`src/rtl/ripple_monitor.sv`:
```
// Sequence monitor for a free-running WIDTH-bit counter: acquires lock after a run of +1 steps,
// then flags breaks and wrap-arounds with saturating event counters.
module ripple_monitor #(
    parameter int unsigned WIDTH    = 4,
    parameter int unsigned LOCK_LEN = 4,
    parameter int unsigned CNT_W    = 8
) (
    input  logic             clk,
    input  logic             Reset,
    input  logic [WIDTH-1:0] count_in,
    input  logic             count_valid,
    input  logic             resync,
    output logic             locked,
    output logic             err,
    output logic             wrap,
    output logic [CNT_W-1:0] err_count,
    output logic [CNT_W-1:0] wrap_count
);

    typedef enum logic [1:0] {
        IDLE,
        ACQ,
        LOCK
    } state_e;

    localparam logic [3:0]       LOCK_RUN = 4'(LOCK_LEN);
    localparam logic [WIDTH-1:0] REF_MAX  = '1;
    localparam logic [CNT_W-1:0] CNT_MAX  = '1;

    state_e           state_q, state_d;
    logic [WIDTH-1:0] ref_q, ref_d;
    logic [WIDTH-1:0] expected;
    logic [3:0]       run_q, run_d;
    logic [3:0]       run_inc;
    logic             match;
    logic             err_q, err_d;
    logic             wrap_q, wrap_d;
    logic [CNT_W-1:0] err_count_q, err_count_d;
    logic [CNT_W-1:0] wrap_count_q, wrap_count_d;

    always_comb begin
        state_d      = state_q;
        ref_d        = ref_q;
        run_d        = run_q;
        err_d        = 1'b0;
        wrap_d       = 1'b0;
        err_count_d  = err_count_q;
        wrap_count_d = wrap_count_q;
        expected     = ref_q + WIDTH'(1);
        run_inc      = run_q + 4'd1;
        match        = (count_in == expected);

        // resync wins over a sample arriving in the same cycle
        if (resync) begin
            state_d = IDLE;
            run_d   = '0;
        end else if (count_valid) begin
            ref_d = count_in;
            case (state_q)
                IDLE: begin
                    run_d   = '0;
                    state_d = ACQ;
                end
                ACQ: begin
                    if (match) begin
                        run_d = run_inc;
                        if (run_inc == LOCK_RUN) begin
                            state_d = LOCK;
                        end
                    end else begin
                        run_d = '0;
                    end
                end
                LOCK: begin
                    if (match) begin
                        if (ref_q == REF_MAX) begin
                            wrap_d = 1'b1;
                            if (wrap_count_q != CNT_MAX) begin
                                wrap_count_d = wrap_count_q + CNT_W'(1);
                            end
                        end
                    end else begin
                        err_d   = 1'b1;
                        run_d   = '0;
                        state_d = ACQ;
                        if (err_count_q != CNT_MAX) begin
                            err_count_d = err_count_q + CNT_W'(1);
                        end
                    end
                end
                default: state_d = IDLE;
            endcase
        end
    end

    always_ff @(posedge clk) begin
        if (Reset) begin
            state_q      <= IDLE;
            ref_q        <= '0;
            run_q        <= '0;
            err_q        <= 1'b0;
            wrap_q       <= 1'b0;
            err_count_q  <= '0;
            wrap_count_q <= '0;
        end else begin
            state_q      <= state_d;
            ref_q        <= ref_d;
            run_q        <= run_d;
            err_q        <= err_d;
            wrap_q       <= wrap_d;
            err_count_q  <= err_count_d;
            wrap_count_q <= wrap_count_d;
        end
    end

    assign locked     = (state_q == LOCK);
    assign err        = err_q;
    assign wrap       = wrap_q;
    assign err_count  = err_count_q;
    assign wrap_count = wrap_count_q;

endmodule

```
`config.mk`:
```
export PLATFORM = sky130hd
export DESIGN_NAME = ripple_monitor
export DESIGN_NICKNAME = d
export VERILOG_FILES = /design/src/rtl/ripple_monitor.sv
export SDC_FILE = /design/constraint.sdc
export NUM_CORES = 1
export LEC_CHECK = 0
export CAP_MARGIN = 20
export CORE_ASPECT_RATIO = 1.75
export CORE_MARGIN = 3
export CORE_UTILIZATION = 25
export DETAILED_ROUTE_END_ITERATION = 7
export PLACE_DENSITY = 0.51
export SLEW_MARGIN = 40
export SYNTH_ARGS = -nofsm -noshare
export SYNTH_HDL_FRONTEND = slang
export SYNTH_SLANG_ARGS = --single-unit
```
`constraint.sdc`:
```
create_clock -name clk -period 2.1 [get_ports clk]
set_input_delay 0.525 -clock clk [delete_from_list [all_inputs] [get_ports clk]]
set_output_delay 0.525 -clock clk [all_outputs]
set_load 0.05 [all_outputs]
```
======== Yosys cells after proc, flatten, opt, wreduce, memory -nomap -nowiden ========
Cells that the tools add are included.
storage, ports and cells
  bits in registers ....................... 28
  bits in latches ......................... 0
  RAM bits ................................ 0
  memory bits (read-only) ................. 0
  input port bits ......................... 8
  output and inout port bits .............. 19
  logic and storage cells ................. 44
  memories kept ........................... 0
cells by class
  add/sub/neg operators ................... 4
  multiply operators ...................... 0
  div/mod/pow operators ................... 0
  order comparisons ....................... 0
  equality and inequality tests ........... 10
  shift-type cells ........................ 0
  multiplexer cells ....................... 9
  bitwise gates (word level) .............. 4
  reduce and logical (&&, ||, !) cells .... 10
operators by type and width
  cell                 number
  $add 8x1->8 const B  2
  $ne 8x8->1 const B   2
  $pmux 4 s3           1
  $add 4x1->4 const B  2
  $mux 4               2
  $mux 2               3
  $ne 2x2->1 const B   3
  $pmux 2 s3           1
  $reduce_and 6->1     1
  $reduce_and 5->1     1
  $reduce_or 5->1      1
  $eq 4x3->1 const B   1
  $eq 4x4->1           1
  $eq 4x4->1 const B   1
  $not 1->1            4
  $reduce_and 4->1     1
  $reduce_or 4->1      1
  $reduce_and 3->1     1
  $reduce_bool 3->1    1
  $eq 2x1->1 const B   1
  $eq 2x2->1 const B   1
  $logic_not 2->1      1
  $mux 1               2
  $reduce_and 2->1     1
  $reduce_or 2->1      1

======== Depth between registers and ports, before layout ========
  depth after elaboration ................. 5
  gate-level depth with buffers ........... 8
  gate-level depth less buffers ........... 6

======== Least setup slack after synthesis ========
No wires, ideal clock.
  path kind ............................... register to register
  from .................................... register err_count_q[0], in the netlist err_count[0]
  to ...................................... register err_count_q[7], in the netlist err_count[7]
  library setup time ...................... 0.070 ns
  arrival ................................. 1.955 ns
  required time ........................... 2.030 ns
  slack ................................... 0.074 ns
  stages on the path, launching flop included .. 7
  buffers on the path ..................... 0
  period minus slack after synthesis ...... 2.026 ns
  path through ............................ dfxtp_1 ha_1 nand3_1 nor2_1 or3_1 or4_1 a21oi_1
on the way
  word-level cells in the longest chain between the ends .. 2
  elaborated cells between the ends (all ways) .. 3
  those cells by class .................... 1 x add/sub; 1 x eq/ne; 1 x reduce/logical
ends and longest elaborated chain
  what                                                                 line  source
  from (decl)                                                          38    logic [CNT_W-1:0] err_count_q, err_count_d;
  from (signal assigned)                                               111   err_count_q <= err_count_d;
  parallel branches: the longest is 2 deep, another holds $add 8x1->8  -
Several ways; the timed one is not identified.
A chain may end at the register's enable or synchronous reset.

======== Worst setup path after layout ========
  from .................................... input count_in[2]
  to ...................................... register wrap_count_q[6], in the netlist wrap_count[6]
on the way
  word-level cells in the longest chain between the ends .. 2
ends and longest elaborated chain
  what                        line  source
  from (decl)                 10    input logic [WIDTH-1:0] count_in,
  $eq 4x4->1                  51    match = (count_in == expected);
  $reduce_and 6->1 (no line)  -
  to (signal assigned)        112   wrap_count_q <= wrap_count_d;
  to (decl)                   39    logic [CNT_W-1:0] wrap_count_q, wrap_count_d;
Every way passes these cells.

==> qor.csv <==
stage,metric,value,unit
clocking,htree_levels,1,
place,dp_cells,283,
sta,period_minus_slack,2030,ps
logic_synthesis,synthCells,164,
sta,drv_slew,0,
logic_synthesis,ys.flop_type,dfxtp_1,
grt,top_usage_layer,met2,
cells_and_area,num_antenna_cells,0,
cells_and_area,final_cell_mix,"buf_4 (33), dfxtp_1 (28), nor2_1 (14), nand3_1 (13), a21oi_1 (12)",
drt,wl_per_cell,12.3,um
floorplanning,dieWidth,63.4,um
logic_synthesis,synthesis.nets,176,
setup_path,worstSetupPathType,in -> reg,
floorplanning,initial_core_util,0.258,
clocking,clock_sinks,28,
setup_path,r2r_end,wrap_count[6],
drt,route.detailed.drc,0,
drt,viasPerCell,4.89,
logic_synthesis,ys_seq_elements,28,
grt,first_global_vias,1401,
grt,met2_usage,0.204,
logic_synthesis,synth_edf_count,0,
grt,grt_pass1_wl,6180,um
clocking,root_buffer,clkbuf_8,
clocking,cts_tree,done,
floorplanning,pin_count,27,
floorplanning,die_h,106,um
power_and_ir_drop,power_density,446,mW/mm^2
place,io_buffers,26,
setup_path,reg2reg_depth,6,
logic_synthesis,async_flop_share,0,
min_path,holdCritPathClass,reg -> reg,
drt,totalWireLength,3540,um
setup_path,cp_data_arrival_time,2240,ps
grt,grt_antenna_before_repair,0,
power_and_ir_drop,ir_worst_vdd,0.000188,V
grt,gr-total-overflow,0,
setup_path,worstPathRequired,2300,ps
floorplanning,core,0.00559,sq mm
clocking,clk_pin_slew,90,ps
setup_path,crit_fanout,8,
place,gp_congestion,0.784,
min_path,min_to,wrap_count[5],
min_path,worstHoldStart,wrap_count[5],
cells_and_area,final_cells,287,
setup_path,end_kind,register,
cells_and_area,layout-drive-gt1-share,0.265,
grt,use_met3,0.0148,
logic_synthesis,yosysSeqAreaShare,0.389,
clocking,clk_latency,270,ps
sta,finalHoldViolations,0,
logic_synthesis,syn_area_per_cell,8.78,sq um
sta,hold-worst-slack,490,ps
floorplanning,row_count,36,
clocking,numCtsBuffers,3,
setup_path,r2r_slack,140,ps
drt,firstDrtPassIters,4,
drt,via_count,1403,
cells_and_area,num-fill-cells,605,
sta,fin_crit_sh,0.968,
sta,finalSetupViolations,0,
grt,grtUsageMet1,0.120,
logic_synthesis,syn_area,0.00144,sq mm
grt,grt_max_degree,15,
cells_and_area,fin_nets,225,
sta,max_freq,492,MHz
logic_synthesis,synth.distinct_cells,43,
place,dpl.hpwl,2770,um
setup_path,r2r-start,ref_q[0],
clocking,clk_path_buf_depth,2,
power_and_ir_drop,power,0.934,mW
drt,drtIter0Drc,48,
cells_and_area,mostFrequentLayoutCell,buf_4,
grt,gr-usage-all-layers,0.112,
status,outcome,completed,
min_path,holdPathStages,2,
sta,worstMarginPinSlew,500,ps
setup_path,start_kind,input pin,
run,maxCapViolations,0,
logic_synthesis,yosysWarnings,0,
power_and_ir_drop,power.leakage,0.839,nW
sta,skew,4.83,ps
floorplanning,die_area,0.00674,sq mm
sta,max_slew_margin,0.666,
drt,ant_nets,0,
cells_and_area,area_growth,45.6,%
-- timing repair --
item,CTS,global route
pin swaps,2,10
setup endpoints to repair,13,16
buffers inserted,0,1
resized for setup,6,14
gates cloned,0,0
hold buffers,0,0
-- cell usage after synthesis (2+ instances only) --
master | count | share of area
nand3_1 | 14 | 0.049
nand2b_1 | 2 | 0.0087
mux2i_1 | 4 | 0.028
o31ai_1 | 6 | 0.031
nand4b_1 | 2 | 0.012
nor2_1 | 15 | 0.039
a21o_1 | 2 | 0.010
nor3_1 | 5 | 0.017
o41ai_1 | 3 | 0.018
xor2_1 | 2 | 0.012
a21oi_1 | 14 | 0.049
or2_1 | 2 | 0.0087
or3_1 | 4 | 0.017
inv_1 | 2 | 0.0052
clkbuf_1 | 4 | 0.010
nand4_1 | 4 | 0.017
dfxtp_1 | 28 | 0.39
mux2_2 | 2 | 0.016
nand2_1 | 8 | 0.021
ha_1 | 4 | 0.035
or4_1 | 5 | 0.026
o21ai_0 | 5 | 0.017
nor2b_1 | 2 | 0.0087
buf_2 | 3 | 0.010
a311oi_1 | 2 | 0.012
xnor2_1 | 2 | 0.012
a2111oi_0 | 2 | 0.012
-- cell families (layout without fill, tap and decap cells) --
logic type	Yosys count	in the layout	synth area share
AND/OR/NAND/NOR	69	69	0.264
AO/OA/AOI/OAI	41	41	0.192
flip-flops	28	28	0.389
buffers and inverters	11	58	0.0365
multiplexers	6	6	0.0434
XOR/XNOR	5	5	0.0400
adder cells (fa/ha/maj)	4	4	0.0348
-- per-stage QoR --
stage	setup WS (ps)	area, sq um	util	TNS, ps
3_5_place_dp	-384	1950	0.349	-5970
4_1_cts	0.0966	2040	0.364	0
6_report	67.2	2100	0.375	0
5_1_grt	-15.9	2100	0.375	-15.9
2_1_floorplan	74.4	1440	-	0
3_3_place_gp	-365	1950	0.349	-5490
-- cell type report --
cell class                 instances  area (sq um)  area share
inverter                           2          7.51     0.00358
clock buffer                       3          41.3      0.0197
timing repair buffer              53           485       0.232
multi-input combinational        125           907       0.433
tap                               76          95.1      0.0453
sequential                        28           561       0.267
-- routing by layer --
| layer | part of all wire | wire length (um) |
|---|---|---|
| met1 | 0.40 | 1420 |
| met2 | 0.55 | 1940 |
| met3 | 0.023 | 83 |
| met4 | 0.027 | 95 |
| met5 | 0 | 0 |
-- where the power goes --
part / switching [mW] / internal [mW] / total, mW
clock: 0.162 / 0.129 / 0.291
sequential: 0.00380 / 0.535 / 0.539
combinational: 0.0477 / 0.0566 / 0.104
-- how the worst max path moves through the flow --
stage	start	endpoint	slack, ps	cells past startpoint
after floorplan	err_count[0]	err_count[7]	70	6
after global placement	resync	wrap_count[7]	-360	7
after detailed placement	count_in[2]	wrap_count[5]	-380	7
after CTS	count_in[3]	err_count[0]	0.1	7
after global routing	count_in[2]	wrap_count[3]	-20	7
final	count_in[2]	wrap_count[6]	70	6
-- critical path, cell delays in order --
cell and delay, ps:
clkdlybuf4s50_1 440, xnor3_1 220, nand3_2 100, or2_4 300
or4_1 500, a21oi_1 140
-- flip-flops by register name (all words and copies together), names as in the netlist --
register    flops
wrap            1
err             1
wrap_count      8
ref_q           4
state_q         2
run_q           4
err_count       8
No activity file was read; power rests on OpenSTA's default activity.
